$ cat src/rtl/sys_bus_init_if.sv
// sys_bus_init_if: request, write-beat, AD bus and response signals of the
// SDRAM system-bus initiator. The initiator connects through the "master"
// modport. The requester and controller side uses "slave".
interface sys_bus_init_if;
  // requester -> initiator
  logic        req_valid;
  logic        req_ready;
  logic [1:0]  req_cmd;
  logic        req_we;
  logic [31:0] req_addr;
  logic        wr_valid;
  logic [31:0] wr_data;
  logic        wr_ready;
  // initiator -> controller (multiplexed AD bus)
  logic [31:0] AD_o;
  logic        data_addr_n_o;
  logic        we_rn_o;
  // controller -> initiator
  logic        rd_valid_i;
  logic [31:0] rd_data_i;
  logic        cmd_done_i;
  // initiator -> requester
  logic        rsp_valid;
  logic [31:0] rsp_data;
  logic        busy;
  logic        err;

  modport master (
    input  req_valid, req_cmd, req_we, req_addr, wr_valid, wr_data,
           rd_valid_i, rd_data_i, cmd_done_i,
    output req_ready, wr_ready, AD_o, data_addr_n_o, we_rn_o,
           rsp_valid, rsp_data, busy, err
  );

  modport slave (
    output req_valid, req_cmd, req_we, req_addr, wr_valid, wr_data,
           rd_valid_i, rd_data_i, cmd_done_i,
    input  req_ready, wr_ready, AD_o, data_addr_n_o, we_rn_o,
           rsp_valid, rsp_data, busy, err
  );
endinterface

$ cat src/rtl/sys_bus_init.sv
// sys_bus_init: host-side initiator for the SDRAM controller AD bus.
// It accepts one request at a time and buffers all write beats first, so that
// the data phases go out back-to-back. It then drives address + data phases
// and forwards read beats back to the requester. It also keeps a shadow copy
// of the controller burst length.
// Optional feature: define SYS_BUS_INIT_TIMEOUT_EN to add a WAIT-state
// timeout. If the timeout expires, the initiator sets the sticky err flag and
// returns to IDLE.
module sys_bus_init #(
  parameter int BUF_DEPTH = 8,
  parameter int TIMEOUT   = 1023
) (
  input  logic          Clk_i,
  input  logic          Locked,
  sys_bus_init_if.master bus
);
  localparam int PW = (BUF_DEPTH < 8) ? 3 : $clog2(BUF_DEPTH);
  localparam int CW = PW + 1;

  typedef enum logic [2:0] {S_IDLE, S_FILL, S_ADDR, S_DATA, S_WAIT} state_t;

  state_t          state_q, state_d;
  logic [31:0]     addrw_q;            // address-phase word with cmd in [29:28]
  logic [1:0]      cmd_q;
  logic            wern_q;             // we_rn value for the address phase
  logic            wr_q;               // request carries write beats
  logic [CW-1:0]   n_q;
  logic [CW-1:0]   wcnt_q, wcnt_d;     // beats stored during FILL
  logic [CW-1:0]   rcnt_q, rcnt_d;     // beats issued during DATA
  logic [CW-1:0]   rleft_q, rleft_d;   // read beats still expected
  logic [2:0]      burst_sh_q, burst_sh_d;
  logic [31:0]     ad_q, ad_d;
  logic            dan_q, dan_d;
  logic            we_rn_q, we_rn_d;
  logic            rsp_valid_q, rsp_valid_d;
  logic [31:0]     rsp_data_q, rsp_data_d;
  logic            accept, wbuf_we;
  logic            is_wr_req, is_rd_req, req_wern;
  logic [CW-1:0]   n_req;
  logic [31:0]     req_word;
  logic [1:0]      unused_addr_bits;

  logic [31:0] wbuf [BUF_DEPTH];

  // The address-phase word replaces these address bits, so they are never needed
  assign unused_addr_bits = bus.req_addr[29:28];

  // Decode the incoming request: beat count, direction, and address word
  always_comb begin
    case (bus.req_cmd)
      2'b00:   n_req = CW'(burst_sh_q) + CW'(1);
      2'b10:   n_req = CW'(1);
      default: n_req = '0;
    endcase
    is_wr_req = ((bus.req_cmd == 2'b00) && bus.req_we) || (bus.req_cmd == 2'b10);
    is_rd_req = (bus.req_cmd == 2'b00) && !bus.req_we;
    req_wern  = (bus.req_cmd == 2'b00) ? bus.req_we : 1'b1;
    req_word  = {bus.req_addr[31:30], bus.req_cmd, bus.req_addr[27:0]};
  end

`ifdef SYS_BUS_INIT_TIMEOUT_EN
  logic [9:0] tmo_q;
  logic       err_q, err_d;

  // WAIT-cycle counter: it is zero on entry to WAIT and advances each WAIT cycle
  always_ff @(posedge Clk_i or negedge Locked) begin
    if (!Locked)                tmo_q <= '0;
    else if (state_q != S_WAIT) tmo_q <= '0;
    else                        tmo_q <= tmo_q + 10'd1;
  end

  // Sticky timeout flag
  always_ff @(posedge Clk_i or negedge Locked) begin
    if (!Locked) err_q <= 1'b0;
    else         err_q <= err_d;
  end

  assign bus.err = err_q;
`else
  logic [9:0] unused_timeout;
  assign unused_timeout = 10'(TIMEOUT);
  assign bus.err        = 1'b0;
`endif

  // Next-state and registered-output logic. Bus outputs are computed one
  // cycle ahead so that they appear in the cycle of the state they belong to.
  always_comb begin
    state_d     = state_q;
    wcnt_d      = wcnt_q;
    rcnt_d      = rcnt_q;
    rleft_d     = rleft_q;
    burst_sh_d  = burst_sh_q;
    ad_d        = ad_q;
    dan_d       = dan_q;
    we_rn_d     = we_rn_q;
    rsp_valid_d = 1'b0;
    rsp_data_d  = rsp_data_q;
    accept      = 1'b0;
    wbuf_we     = 1'b0;
`ifdef SYS_BUS_INIT_TIMEOUT_EN
    err_d       = err_q;
`endif
    case (state_q)
      S_IDLE: begin
        if (bus.req_valid) begin
          accept  = 1'b1;
          wcnt_d  = '0;
          rcnt_d  = '0;
          rleft_d = is_rd_req ? n_req : '0;
          if (is_wr_req) begin
            state_d = S_FILL;
          end else begin
            state_d = S_ADDR;
            ad_d    = req_word;
            dan_d   = 1'b0;
            we_rn_d = req_wern;
          end
        end
      end
      S_FILL: begin
        if (bus.wr_valid) begin
          wbuf_we = 1'b1;
          wcnt_d  = wcnt_q + CW'(1);
          if (wcnt_q + CW'(1) == n_q) begin
            state_d = S_ADDR;
            ad_d    = addrw_q;
            dan_d   = 1'b0;
            we_rn_d = wern_q;
          end
        end
      end
      S_ADDR: begin
        dan_d = 1'b1;
        if (wr_q) begin
          state_d = S_DATA;
          ad_d    = wbuf[0];
          we_rn_d = 1'b1;
          rcnt_d  = CW'(1);
        end else begin
          state_d = S_WAIT;
        end
      end
      S_DATA: begin
        // The beat now on the bus programs the controller for cmd 10
        if (cmd_q == 2'b10) burst_sh_d = ad_q[6:4];
        if (rcnt_q == n_q) begin
          state_d = S_WAIT;
        end else begin
          ad_d   = wbuf[rcnt_q[PW-1:0]];
          rcnt_d = rcnt_q + CW'(1);
        end
      end
      S_WAIT: begin
        if (bus.rd_valid_i && (rleft_q != '0)) begin
          rsp_valid_d = 1'b1;
          rsp_data_d  = bus.rd_data_i;
          rleft_d     = rleft_q - CW'(1);
        end
        if (bus.cmd_done_i && (rleft_d == '0)) begin
          state_d = S_IDLE;
        end
`ifdef SYS_BUS_INIT_TIMEOUT_EN
        else if (tmo_q == 10'(TIMEOUT - 1)) begin
          err_d   = 1'b1;
          state_d = S_IDLE;
        end
`endif
      end
      default: state_d = S_IDLE;
    endcase
  end

  // State, counters, shadow burst length and registered outputs
  always_ff @(posedge Clk_i or negedge Locked) begin
    if (!Locked) begin
      state_q     <= S_IDLE;
      wcnt_q      <= '0;
      rcnt_q      <= '0;
      rleft_q     <= '0;
      burst_sh_q  <= 3'b000;
      ad_q        <= '0;
      dan_q       <= 1'b1;
      we_rn_q     <= 1'b0;
      rsp_valid_q <= 1'b0;
      rsp_data_q  <= '0;
    end else begin
      state_q     <= state_d;
      wcnt_q      <= wcnt_d;
      rcnt_q      <= rcnt_d;
      rleft_q     <= rleft_d;
      burst_sh_q  <= burst_sh_d;
      ad_q        <= ad_d;
      dan_q       <= dan_d;
      we_rn_q     <= we_rn_d;
      rsp_valid_q <= rsp_valid_d;
      rsp_data_q  <= rsp_data_d;
    end
  end

  // Latch the accepted request
  always_ff @(posedge Clk_i or negedge Locked) begin
    if (!Locked) begin
      addrw_q <= '0;
      cmd_q   <= 2'b00;
      wern_q  <= 1'b0;
      wr_q    <= 1'b0;
      n_q     <= '0;
    end else if (accept) begin
      addrw_q <= req_word;
      cmd_q   <= bus.req_cmd;
      wern_q  <= req_wern;
      wr_q    <= is_wr_req;
      n_q     <= n_req;
    end
  end

  // Write beat buffer, indexed by the fill count
  always_ff @(posedge Clk_i) begin
    if (wbuf_we) wbuf[wcnt_q[PW-1:0]] <= bus.wr_data;
  end

  assign bus.req_ready     = (state_q == S_IDLE);
  assign bus.wr_ready      = (state_q == S_FILL);
  assign bus.busy          = (state_q != S_IDLE);
  assign bus.AD_o          = ad_q;
  assign bus.data_addr_n_o = dan_q;
  assign bus.we_rn_o       = we_rn_q;
  assign bus.rsp_valid     = rsp_valid_q;
  assign bus.rsp_data      = rsp_data_q;
endmodule

$ cat src/flat_wrapper.sv
// flat-port wrapper written by rule: the top's interface ports become plain ports
module sys_bus_init_flat 
#(
  parameter int BUF_DEPTH = 8,
  parameter int TIMEOUT   = 1023
)
  (Clk_i, Locked, bus_req_valid, bus_req_cmd, bus_req_we, bus_req_addr, bus_wr_valid, bus_wr_data, bus_rd_valid_i, bus_rd_data_i, bus_cmd_done_i, bus_req_ready, bus_wr_ready, bus_AD_o, bus_data_addr_n_o, bus_we_rn_o, bus_rsp_valid, bus_rsp_data, bus_busy, bus_err);
  sys_bus_init_if bus_i ();
  input  logic Clk_i;
  input  logic Locked;
  input wire logic [$bits(bus_i.req_valid)-1:0] bus_req_valid;
  input wire logic [$bits(bus_i.req_cmd)-1:0] bus_req_cmd;
  input wire logic [$bits(bus_i.req_we)-1:0] bus_req_we;
  input wire logic [$bits(bus_i.req_addr)-1:0] bus_req_addr;
  input wire logic [$bits(bus_i.wr_valid)-1:0] bus_wr_valid;
  input wire logic [$bits(bus_i.wr_data)-1:0] bus_wr_data;
  input wire logic [$bits(bus_i.rd_valid_i)-1:0] bus_rd_valid_i;
  input wire logic [$bits(bus_i.rd_data_i)-1:0] bus_rd_data_i;
  input wire logic [$bits(bus_i.cmd_done_i)-1:0] bus_cmd_done_i;
  output wire logic [$bits(bus_i.req_ready)-1:0] bus_req_ready;
  output wire logic [$bits(bus_i.wr_ready)-1:0] bus_wr_ready;
  output wire logic [$bits(bus_i.AD_o)-1:0] bus_AD_o;
  output wire logic [$bits(bus_i.data_addr_n_o)-1:0] bus_data_addr_n_o;
  output wire logic [$bits(bus_i.we_rn_o)-1:0] bus_we_rn_o;
  output wire logic [$bits(bus_i.rsp_valid)-1:0] bus_rsp_valid;
  output wire logic [$bits(bus_i.rsp_data)-1:0] bus_rsp_data;
  output wire logic [$bits(bus_i.busy)-1:0] bus_busy;
  output wire logic [$bits(bus_i.err)-1:0] bus_err;
  assign bus_i.req_valid = bus_req_valid;
  assign bus_i.req_cmd = bus_req_cmd;
  assign bus_i.req_we = bus_req_we;
  assign bus_i.req_addr = bus_req_addr;
  assign bus_i.wr_valid = bus_wr_valid;
  assign bus_i.wr_data = bus_wr_data;
  assign bus_i.rd_valid_i = bus_rd_valid_i;
  assign bus_i.rd_data_i = bus_rd_data_i;
  assign bus_i.cmd_done_i = bus_cmd_done_i;
  assign bus_req_ready = bus_i.req_ready;
  assign bus_wr_ready = bus_i.wr_ready;
  assign bus_AD_o = bus_i.AD_o;
  assign bus_data_addr_n_o = bus_i.data_addr_n_o;
  assign bus_we_rn_o = bus_i.we_rn_o;
  assign bus_rsp_valid = bus_i.rsp_valid;
  assign bus_rsp_data = bus_i.rsp_data;
  assign bus_busy = bus_i.busy;
  assign bus_err = bus_i.err;
  sys_bus_init #(.BUF_DEPTH(BUF_DEPTH), .TIMEOUT(TIMEOUT)) u_core (.Clk_i(Clk_i), .Locked(Locked), .bus(bus_i));
endmodule
$ cat config.mk
export PLATFORM = sky130hd
export DESIGN_NAME = sys_bus_init_flat
export DESIGN_NICKNAME = d
export VERILOG_FILES = /design/src/rtl/sys_bus_init_if.sv /design/src/rtl/sys_bus_init.sv /design/src/flat_wrapper.sv
export SDC_FILE = /design/constraint.sdc
export NUM_CORES = 1
export LEC_CHECK = 0
export CAP_MARGIN = 30
export CORE_MARGIN = 2
export CORE_UTILIZATION = 32
export CTS_CLUSTER_DIAMETER = 60
export DETAILED_ROUTE_END_ITERATION = 6
export PLACE_DENSITY = 0.6
export SYNTH_ARGS = -nofsm -noshare
export SYNTH_HDL_FRONTEND = slang
export SYNTH_SLANG_ARGS = --single-unit
$ cat constraint.sdc
create_clock -name Clk_i -period 12.1 [get_ports Clk_i]
set_clock_uncertainty 0.15 [all_clocks]
set_input_delay 2.42 -clock Clk_i [delete_from_list [all_inputs] [get_ports Clk_i]]
set_output_delay 2.42 -clock Clk_i [all_outputs]
set_load 0.02 [all_outputs]
Word-level counts from Yosys, hierarchy flattened
Memory sizes are Yosys's and may differ from the RTL's.
Index checks and enable logic that the tools add are counted.
Word-level totals
  register bits: 125
  bits of input ports: 105
  output and inout bits: 71
  memories: 1
  word-level logic and storage cells: 108
  memory bits (writable): 256
Memory list
  u_core.wbuf: words 8, width 32, read ports 2, clocked after memory_dff 0, wr ports 1, RTL line sys_bus_init.sv:43  | logic [31:0] wbuf [BUF_DEPTH];
Operators by class
  reduce and logical (&&, ||, !) cells: 25
  equal/unequal tests: 16
  add/subtract/negate cells: 4
  multiplexer cells: 47
Operators with widths (number)
  $mux 32: 6
  $pmux 32 s4: 1
  $mux 4: 8
  $pmux 4 s2: 3
  $mux 1: 18
  $mux 3: 6
  $pmux 3 s5: 1
  $pmux 4 s3: 1
  $reduce_and 5->1: 2
  $reduce_bool 3->1: 3
  $add 4x1->4 const B: 2
  $eq 4x4->1: 2
  $ne 2x1->1 const B: 4
  $ne 2x2->1 const B: 4
  $reduce_bool 4->1: 2
  $reduce_and 7->1: 1
  $eq 3x2->1 const B: 2
  $pmux 1 s3: 2
  $reduce_and 2->1: 3
  $reduce_and 6->1: 1
  $add 3x1->4 const B: 1
  $eq 2x2->1 const B: 2
  $logic_and 1x1->1: 4
  $logic_not 4->1: 1
  other kinds (11): 12

Depth between registers and ports, before layout
Gate-level depths: netlist of run 1.
  depth in word-level cells: 8
  mapped depth: 8
  gate-level depth less buffers: 7

Worst setup path after synthesis of run 1
OpenSTA, ideal clock, no wires.
  path type: in2reg
  start point: in bus_wr_valid
  end point: mem u_core.wbuf[0][0] (enable)
  path buffers: 0
  path slack: 6549 ps
  required time: 11489 ps
  arrival time: 4940 ps
  stages: 3
  setup time: 461 ps
  cells stage by stage: and2_1 -> nand2b_1 -> nor3_1
On the way
  word-level cells in the longest chain between the ends: 4
Ends and longest elaborated chain
  start: declaration: RTL line flat_wrapper.sv:15  | input wire logic [$bits(bus_i.wr_valid)-1:0] bus_wr_valid;
  $mux 1: RTL line sys_bus_init.sv:121  | if (bus.wr_valid) begin
  $mux 1: RTL line sys_bus_init.sv:103  | case (state_q)
  $mux 1: RTL line sys_bus_init.sv:219  | if (wbuf_we) wbuf[wcnt_q[PW-1:0]] <= bus.wr_data;
  $mux 1 (implied by the code): RTL line sys_bus_init.sv:219
  end: declaration: RTL line sys_bus_init.sv:43
No other way between the ends.

Worst setup path in the final report of run 1
  start point: reg u_core.state_q[1]
  end point: out bus_req_ready
On the way
  word-level cells in the longest chain between the ends: 1
Ends and longest elaborated chain
  start: declaration: RTL line sys_bus_init.sv:22  | state_t state_q, state_d;
  start signal: assignment: RTL line sys_bus_init.sv:187  | state_q <= state_d;
  $logic_not 3->1: RTL line sys_bus_init.sv:222  | assign bus.req_ready = (state_q == S_IDLE);
  end: declaration: RTL line flat_wrapper.sv:20  | output wire logic [$bits(bus_i.req_ready)-1:0] bus_req_ready;
No other way between the ends.

==> qor.csv, run 1 <==
metric,value,unit
die height,228,µm
outcome,completed,
H-tree levels,2,
Multi-input gate area,0.00479,mm²
Rows,81,
Synth Flop Type,edfxtp_1,
CP Capture Type,primary output,
Port Buffer Count,172,
Via Count,9567,
core area,0.0492,mm²
Setup Buffers After CTS,0,
Placement Cell Area,0.0185,mm²
first-pass GRT wire length,59300,µm
worst-path cell chain,buf_4 > nor3_1 > clkdlybuf4s50_1,
async set-reset flop share out of synthesis,0.325,
All-Layer GR Usage,0.152,
register area,0.0108,mm²
post-cts sizing count,0,
share of layout cells above drive strength 1,0.177,
RePlAce Congestion,0.758,
Detailed Route Iter0 Violations,754,
Slew headroom,0.349,
post-DP HPWL,24000,µm
Syn Std Cell Area,0.0160,mm²
drt drc,0,
Layout Cells excl Fill,1931,
vias per inst,4.95,
"Slew Viols, Final",0,
Fillers,4493,
# clock sinks,379,
number of max-cap violations,0,
vias in the first global route,9731,
Post-Route WL,39500,µm
Max Clock Freq,187,MHz
Routed Antenna Nets,0,
Final Setup Violations,0,
Slowest cell on crit path,nor3_1,
Hold/Removal Path Class,flip-flop to flip-flop,
post-route cell area,0.0198,mm²
mean routed wirelength per cell,20.4,µm
CP Max Fanout,56,
"Avg Cell Area, Syn",15.1,µm²
CP required,9.53,ns
Final Hold Vio Count,0,
sequential area share after synthesis,0.673,
unrepaired setup endpoints after global routing,false,
Die Area,0.0518,mm²
Congestion Overflow GR,0,
Layout Nets,1340,
antenna violations before repair,9,
total negative slack,0,ns
CTS buffer count,40,
Netlist cell types,60,
WS Path Type,flip-flop to primary output,
fin crit period,5.35,ns
largest net degree at the start of global routing,57,
Root Buffer,clkbuf_16,
Synth Warn #,0,
Initial Util,0.325,
Placed Instances,1853,
Clock Tree Buf Depth,3,
clk_lat worst skew,0.55,ns
Layout area overhead,23.8,%
Setup crit start kind,flip-flop,
Pre-Repair DR Iteration Count,5,
Slowest Stage Delay on Critical Path,0.78,ns
"Reg clk slew, reported paths",0.06,ns
chip width,228,µm
Worst Tran Pin Value,0.973,ns
post-synthesis register bit count,379,
# IOs,176,
final worst-path cycle share,0.442,
Leak,7.03,nW
CTS tree,yes,
Post-synth EDFFs,256,
Critical Path AT,2.78,ns
Synth Instances,1057,
CTS Hold Bufs,0,
pwr/cell area,221,mW/mm²
syn nets,1166,
worst ir drop on vdd,0.000109,V
==> where the power goes <==
group,switching (W),internal [W]
sequential,0.000165,0.00161
combinational,0.000715,0.000713
clock,0.000498,0.000678
==> per-stage QoR <==
step | hold slack (ns) | worst slack (ns) | total power (W) | util
detailed placement | 0.335 | 6.76 | 0.00324 | 0.377
CTS | 0.351 | 6.76 | 0.00443 | 0.403
floorplan | 0.301 | 6.55 | 0.00271 | -
global placement | 0.318 | 6.74 | 0.00320 | 0.375
global route | 0.364 | 6.67 | 0.00460 | 0.403
finish | 0.339 | 6.75 | 0.00438 | 0.403
==> sequential cells by signal, summed over array words and instances (netlist names) <==
register and count:
u_core.bus.rsp_valid 1, u_core.cmd_q 1, u_core.bus.rsp_data 32, u_core.state_q 3, u_core.wbuf 256, u_core.wcnt_q 4
u_core.burst_sh_q 3, u_core.wr_q 1, u_core.wern_q 1, u_core.addrw_q 31, u_core.rcnt_q 4, u_core.bus.AD_o 32
u_core.bus.we_rn_o 1, u_core.rleft_q 4, u_core.bus.data_addr_n_o 1, u_core.n_q 4
==> layout by cell type, fill, tap and decap left out, drive strengths merged, types with 3 or more instances in the layout <==
| cell | instances |
|---|---|
| edfxtp | 256 |
| clkdlybuf4s50 | 171 |
| dfrtp | 122 |
| mux2 | 100 |
| mux2i | 91 |
| o21ai | 90 |
| clkbuf | 56 |
| nor2 | 53 |
| o22ai | 50 |
| inv | 49 |
| nand2 | 26 |
| mux4 | 25 |
| buf | 24 |
| a31oi | 21 |
| clkinv | 16 |
| o22a | 10 |
| a21oi | 9 |
| a311o | 9 |
| xnor2 | 7 |
| nand2b | 6 |
| nand3 | 6 |
| nor3 | 6 |
| diode | 4 |
| xor2 | 4 |
| a211oi | 4 |
| ha | 4 |
| nor2b | 3 |
| a211o | 3 |
| a21o | 3 |
==> cell usage after synthesis, types with 10 or more instances <==
cell | n | area, µm²
inv_1 | 49 | 184
mux2i_1 | 91 | 911
edfxtp_1 | 256 | 7690
a31oi_1 | 21 | 131
o21ai_0 | 89 | 445
mux4_2 | 25 | 563
mux2_2 | 80 | 901
o22a_1 | 10 | 87.6
clkbuf_1 | 32 | 120
mux2_4 | 20 | 300
nor2_1 | 53 | 199
dfrtp_1 | 122 | 3050
o22ai_1 | 50 | 313
nand2_1 | 26 | 97.6
buf_2 | 21 | 105
==> critical path, delay by kind of cell (launching register included) <==
| family | cells | cell delay, ns |
|---|---|---|
| buffers and inverters | 2 | 1.08 |
| and+or+nand+nor | 1 | 0.78 |
| DFF | 1 | 0.36 |
==> layer usage <==
layer | track usage | vias up | wire length, µm | part of all wire
met5 | 0 | - | 91 | 0.0023
met4 | 0.0533 | 12 | 1120 | 0.028
li1 | - | 4380 | - | -
met3 | 0.0418 | 79 | 2710 | 0.069
met1 | 0.198 | 4845 | 17200 | 0.44
met2 | 0.245 | 251 | 18300 | 0.47
==> cell families after synthesis <==
| kind of cell | after synthesis | share of synthesized area |
|---|---|---|
| other | 1 | 0.000234 |
| and+or+nand+nor | 115 | 0.0323 |
| adders and majority gates | 4 | 0.00313 |
| xor gates and xnor gates | 12 | 0.00743 |
| muxes | 216 | 0.167 |
| buffers and inverters | 113 | 0.0318 |
| AOI/OAI and AO/OA | 217 | 0.0846 |
| DFF | 379 | 0.673 |
==> area by class of cell <==
class,instances,area share
multi-input cells,565,0.242
flip-flops and latches,379,0.544
inverters,50,0.00948
clock inverters,18,0.00657
well taps,664,0.0420
diodes,4,0.000505
clock buffers,56,0.0572
repair buffers,195,0.0985
==> worst paths after layout <==
kind | start | end | slack [ns] | cells after the start
setup / recovery | u_core.state_q[1] | bus_req_ready | 6.75 | 3
hold / removal | u_core.wern_q | u_core.wern_q | 0.34 | 2
setup reg to reg | u_core.state_q[0] | u_core.wbuf[0][21] | 8.28 | 6
hold reg to reg | u_core.wern_q | u_core.wern_q | 0.34 | 2
max in group asynchronous | Locked | u_core.bus.data_addr_n_o | 8.92 | 3
min in group asynchronous | Locked | u_core.bus.rsp_data[26] | 1.67 | 1
No activity file was read; power rests on OpenSTA's default activity.
==> inputs of run 2 (changes only) <==
PLACE_DENSITY = 0.62   (was 0.6)
clock period = 4.5 ns   (was 12.1 ns; I/O delays follow)
==> qor.csv, run 2 (same netlist as run 1, synthesis figures left out) <==
metric,value,unit,change
total negative slack,0,ns,unchanged
"Slew Viols, Final",0,,unchanged
worst ir drop on vdd,0.000302,V,was 0.000109 V
Hold/Removal Path Class,flip-flop to flip-flop,,unchanged
hold slack,0.336,ns,was 0.339 ns
register area,0.0108,mm²,about the same
# clock sinks,379,,unchanged
clk_lat worst skew,0.55,ns,about the same
clock power share,0.273,,was 0.269
Setup crit start kind,flip-flop,,unchanged
All-Layer GR Usage,0.152,,about the same
# IOs,176,,unchanged
"commonest cells after routing, fill and taps aside","edfxtp_1 (256), clkdlybuf4s50_1 (171), dfrtp_1 (121), mux2i_1 (91), o21ai_0 (89)",,"was edfxtp_1 (256), clkdlybuf4s50_1 (171), dfrtp_1 (120), mux2i_1 (91), o21ai_0 (89)"
CP required,3.45,ns,was 9.53 ns
WS Path Type,flip-flop to primary output,,unchanged
Final Hold Vio Count,0,,unchanged
number of max-cap violations,0,,unchanged
Worst Tran Pin Value,0.959,ns,was 0.973 ns
sw frac,0.317,,was 0.315
switching pwr,0.00377,W,was 0.00138 W
CTS buffer count,41,,was 40
Max Clock Freq,264,MHz,
drt drc,0,,unchanged
CP Capture Type,primary output,,unchanged
Port Buffer Count,172,,unchanged
"Core Util, Final",0.405,,was 0.403
Clock Tree Buf Depth,3,,unchanged
post-DP HPWL,24500,µm,was 24000 µm
Final Setup Violations,0,,unchanged
Die Area,0.0518,mm²,unchanged
max FFs per register,256,,unchanged
Congestion Overflow GR,0,,unchanged
Rows,81,,unchanged
Internal Power,0.00810,W,was 0.00300 W
Setup Buffers After CTS,0,,unchanged
flop2flop setup slack,1.19,ns,was 8.28 ns
Fillers,4492,,was 4493
Comb pwr share,0.323,,was 0.326
CTS tree,yes,,unchanged
unrepaired setup endpoints after global routing,false,,unchanged
Layout area overhead,24.6,%,was 23.8%
fin crit period,3.78,ns,
cells on worst reg2reg path,5,,was 6
Post-Route WL,39200,µm,was 39500 µm
share of layout cells above drive strength 1,0.183,,was 0.177
vias in the first global route,9889,,was 9731
Via Count,9666,,was 9567
largest net degree at the start of global routing,97,,was 57
sequential fraction of design power,0.403,,was 0.405
Multi-input gate area,0.00479,mm²,about the same
Layout Nets,1349,,was 1340
core area,0.0492,mm²,unchanged
mean routed wirelength per cell,20.2,µm,was 20.4 µm
CP Max Fanout,23,,was 56
Detailed Route Iter0 Violations,620,,was 754
"Reg clk slew, reported paths",0.06,ns,about the same
first-pass GRT wire length,59100,µm,was 59300 µm
r2r endpoint,u_core.wbuf[4][30],,was u_core.wbuf[0][21]
Leak,7.09,nW,was 7.03 nW
chip width,228,µm,unchanged
Slew headroom,0.359,,was 0.349
H-tree levels,2,,unchanged
final worst-path cycle share,0.841,,
last element of the critical path,bus_req_ready,,unchanged
Root Buffer,clkbuf_16,,unchanged
hold path depth,2,,unchanged
"commonest non-fill, non-tap cell in the layout",edfxtp_1,,unchanged
Initial Util,0.325,,unchanged
RePlAce Congestion,0.754,,was 0.758
pwr/cell area,596,mW/mm²,was 221 mW/mm²
Critical Path AT,2.73,ns,was 2.78 ns
outcome,completed,,unchanged
Routed Antenna Nets,0,,unchanged
antenna violations before repair,5,,was 9
Pre-Repair DR Iteration Count,5,,unchanged
vias per inst,4.99,,was 4.95
crit path launch,u_core.state_q[0],,was u_core.state_q[1]
reg2reg start,u_core.state_q[0],,unchanged
die height,228,µm,unchanged
run 2: changes by cell type in the layout (fill, tap and decap cells not counted), moves of 2 or more:
cell | previous run | this run
buf_12 | 0 | 5
clkbuf_1 | 11 | 9
buf_4 | 19 | 24
diode_2 | 4 | 1
inv_6 | 0 | 4
buf_8 | 2 | 0
run 2: power by group through the flow:
stage / Sequential, W / Clock (W) / Combinational (W)
floorplan: 0.00504 / 0 / 0.00224
global placement: 0.00483 / 0 / 0.00380
finish: 0.00479 / 0.00324 / 0.00384
global route: 0.00487 / 0.00346 / 0.00415
CTS: 0.00479 / 0.00332 / 0.00389
detailed placement: 0.00486 / 0 / 0.00388
run 2: routing by layer:
layer | routed length (µm) | share of wire | global-route usage | vias to the layer above
li1 | - | - | - | 4398
met1 | 16700 | 0.43 | 0.192 | 4923
met2 | 18800 | 0.48 | 0.254 | 274
met3 | 2790 | 0.071 | 0.0398 | 63
met4 | 833 | 0.021 | 0.0462 | 8
met5 | 57 | 0.0015 | 0 | -
run 2: area by class of cell:
class / count / area share
clock buffers: 52 / 0.0546
inverters: 50 / 0.00942
clock inverters: 24 / 0.0106
repair buffers: 203 / 0.102
flip-flops and latches: 379 / 0.541
diodes: 1 / 0.000126
multi-input cells: 565 / 0.241
well taps: 664 / 0.0417
run 2: worst min path at each step:
stage | end | start | slack [ns]
global route | u_core.bus.rsp_data[1] | u_core.bus.rsp_data[1] | 0.37
detailed placement | u_core.wern_q | u_core.wern_q | 0.33
global placement | u_core.wern_q | u_core.wern_q | 0.32
CTS | u_core.wern_q | u_core.wern_q | 0.35
floorplan | u_core.wern_q | u_core.wern_q | 0.30
finish | u_core.wern_q | u_core.wern_q | 0.34
run 2: worst max-delay path: stages (launching register included):
cell and delay (ns):
dfrtp_1 0.67, nor3_1 0.77, clkdlybuf4s50_1 0.74
run 2: repair_timing:
item,CTS,global route
gates resized for setup,0,0
hold buffers,0,1
endpoints found under the hold margin,0,5
run 2: through the flow:
step	cells	total power (W)	setup slack [ns]	cell area (µm²)
detailed placement	1859	0.00874	1.07	18600
global route	1937	0.0125	0.533	19900
global placement	1859	0.00862	1.09	18600
finish	1938	0.0119	0.717	19900
CTS	1935	0.0120	0.681	19900
floorplan	1057	0.00728	0.0338	16000
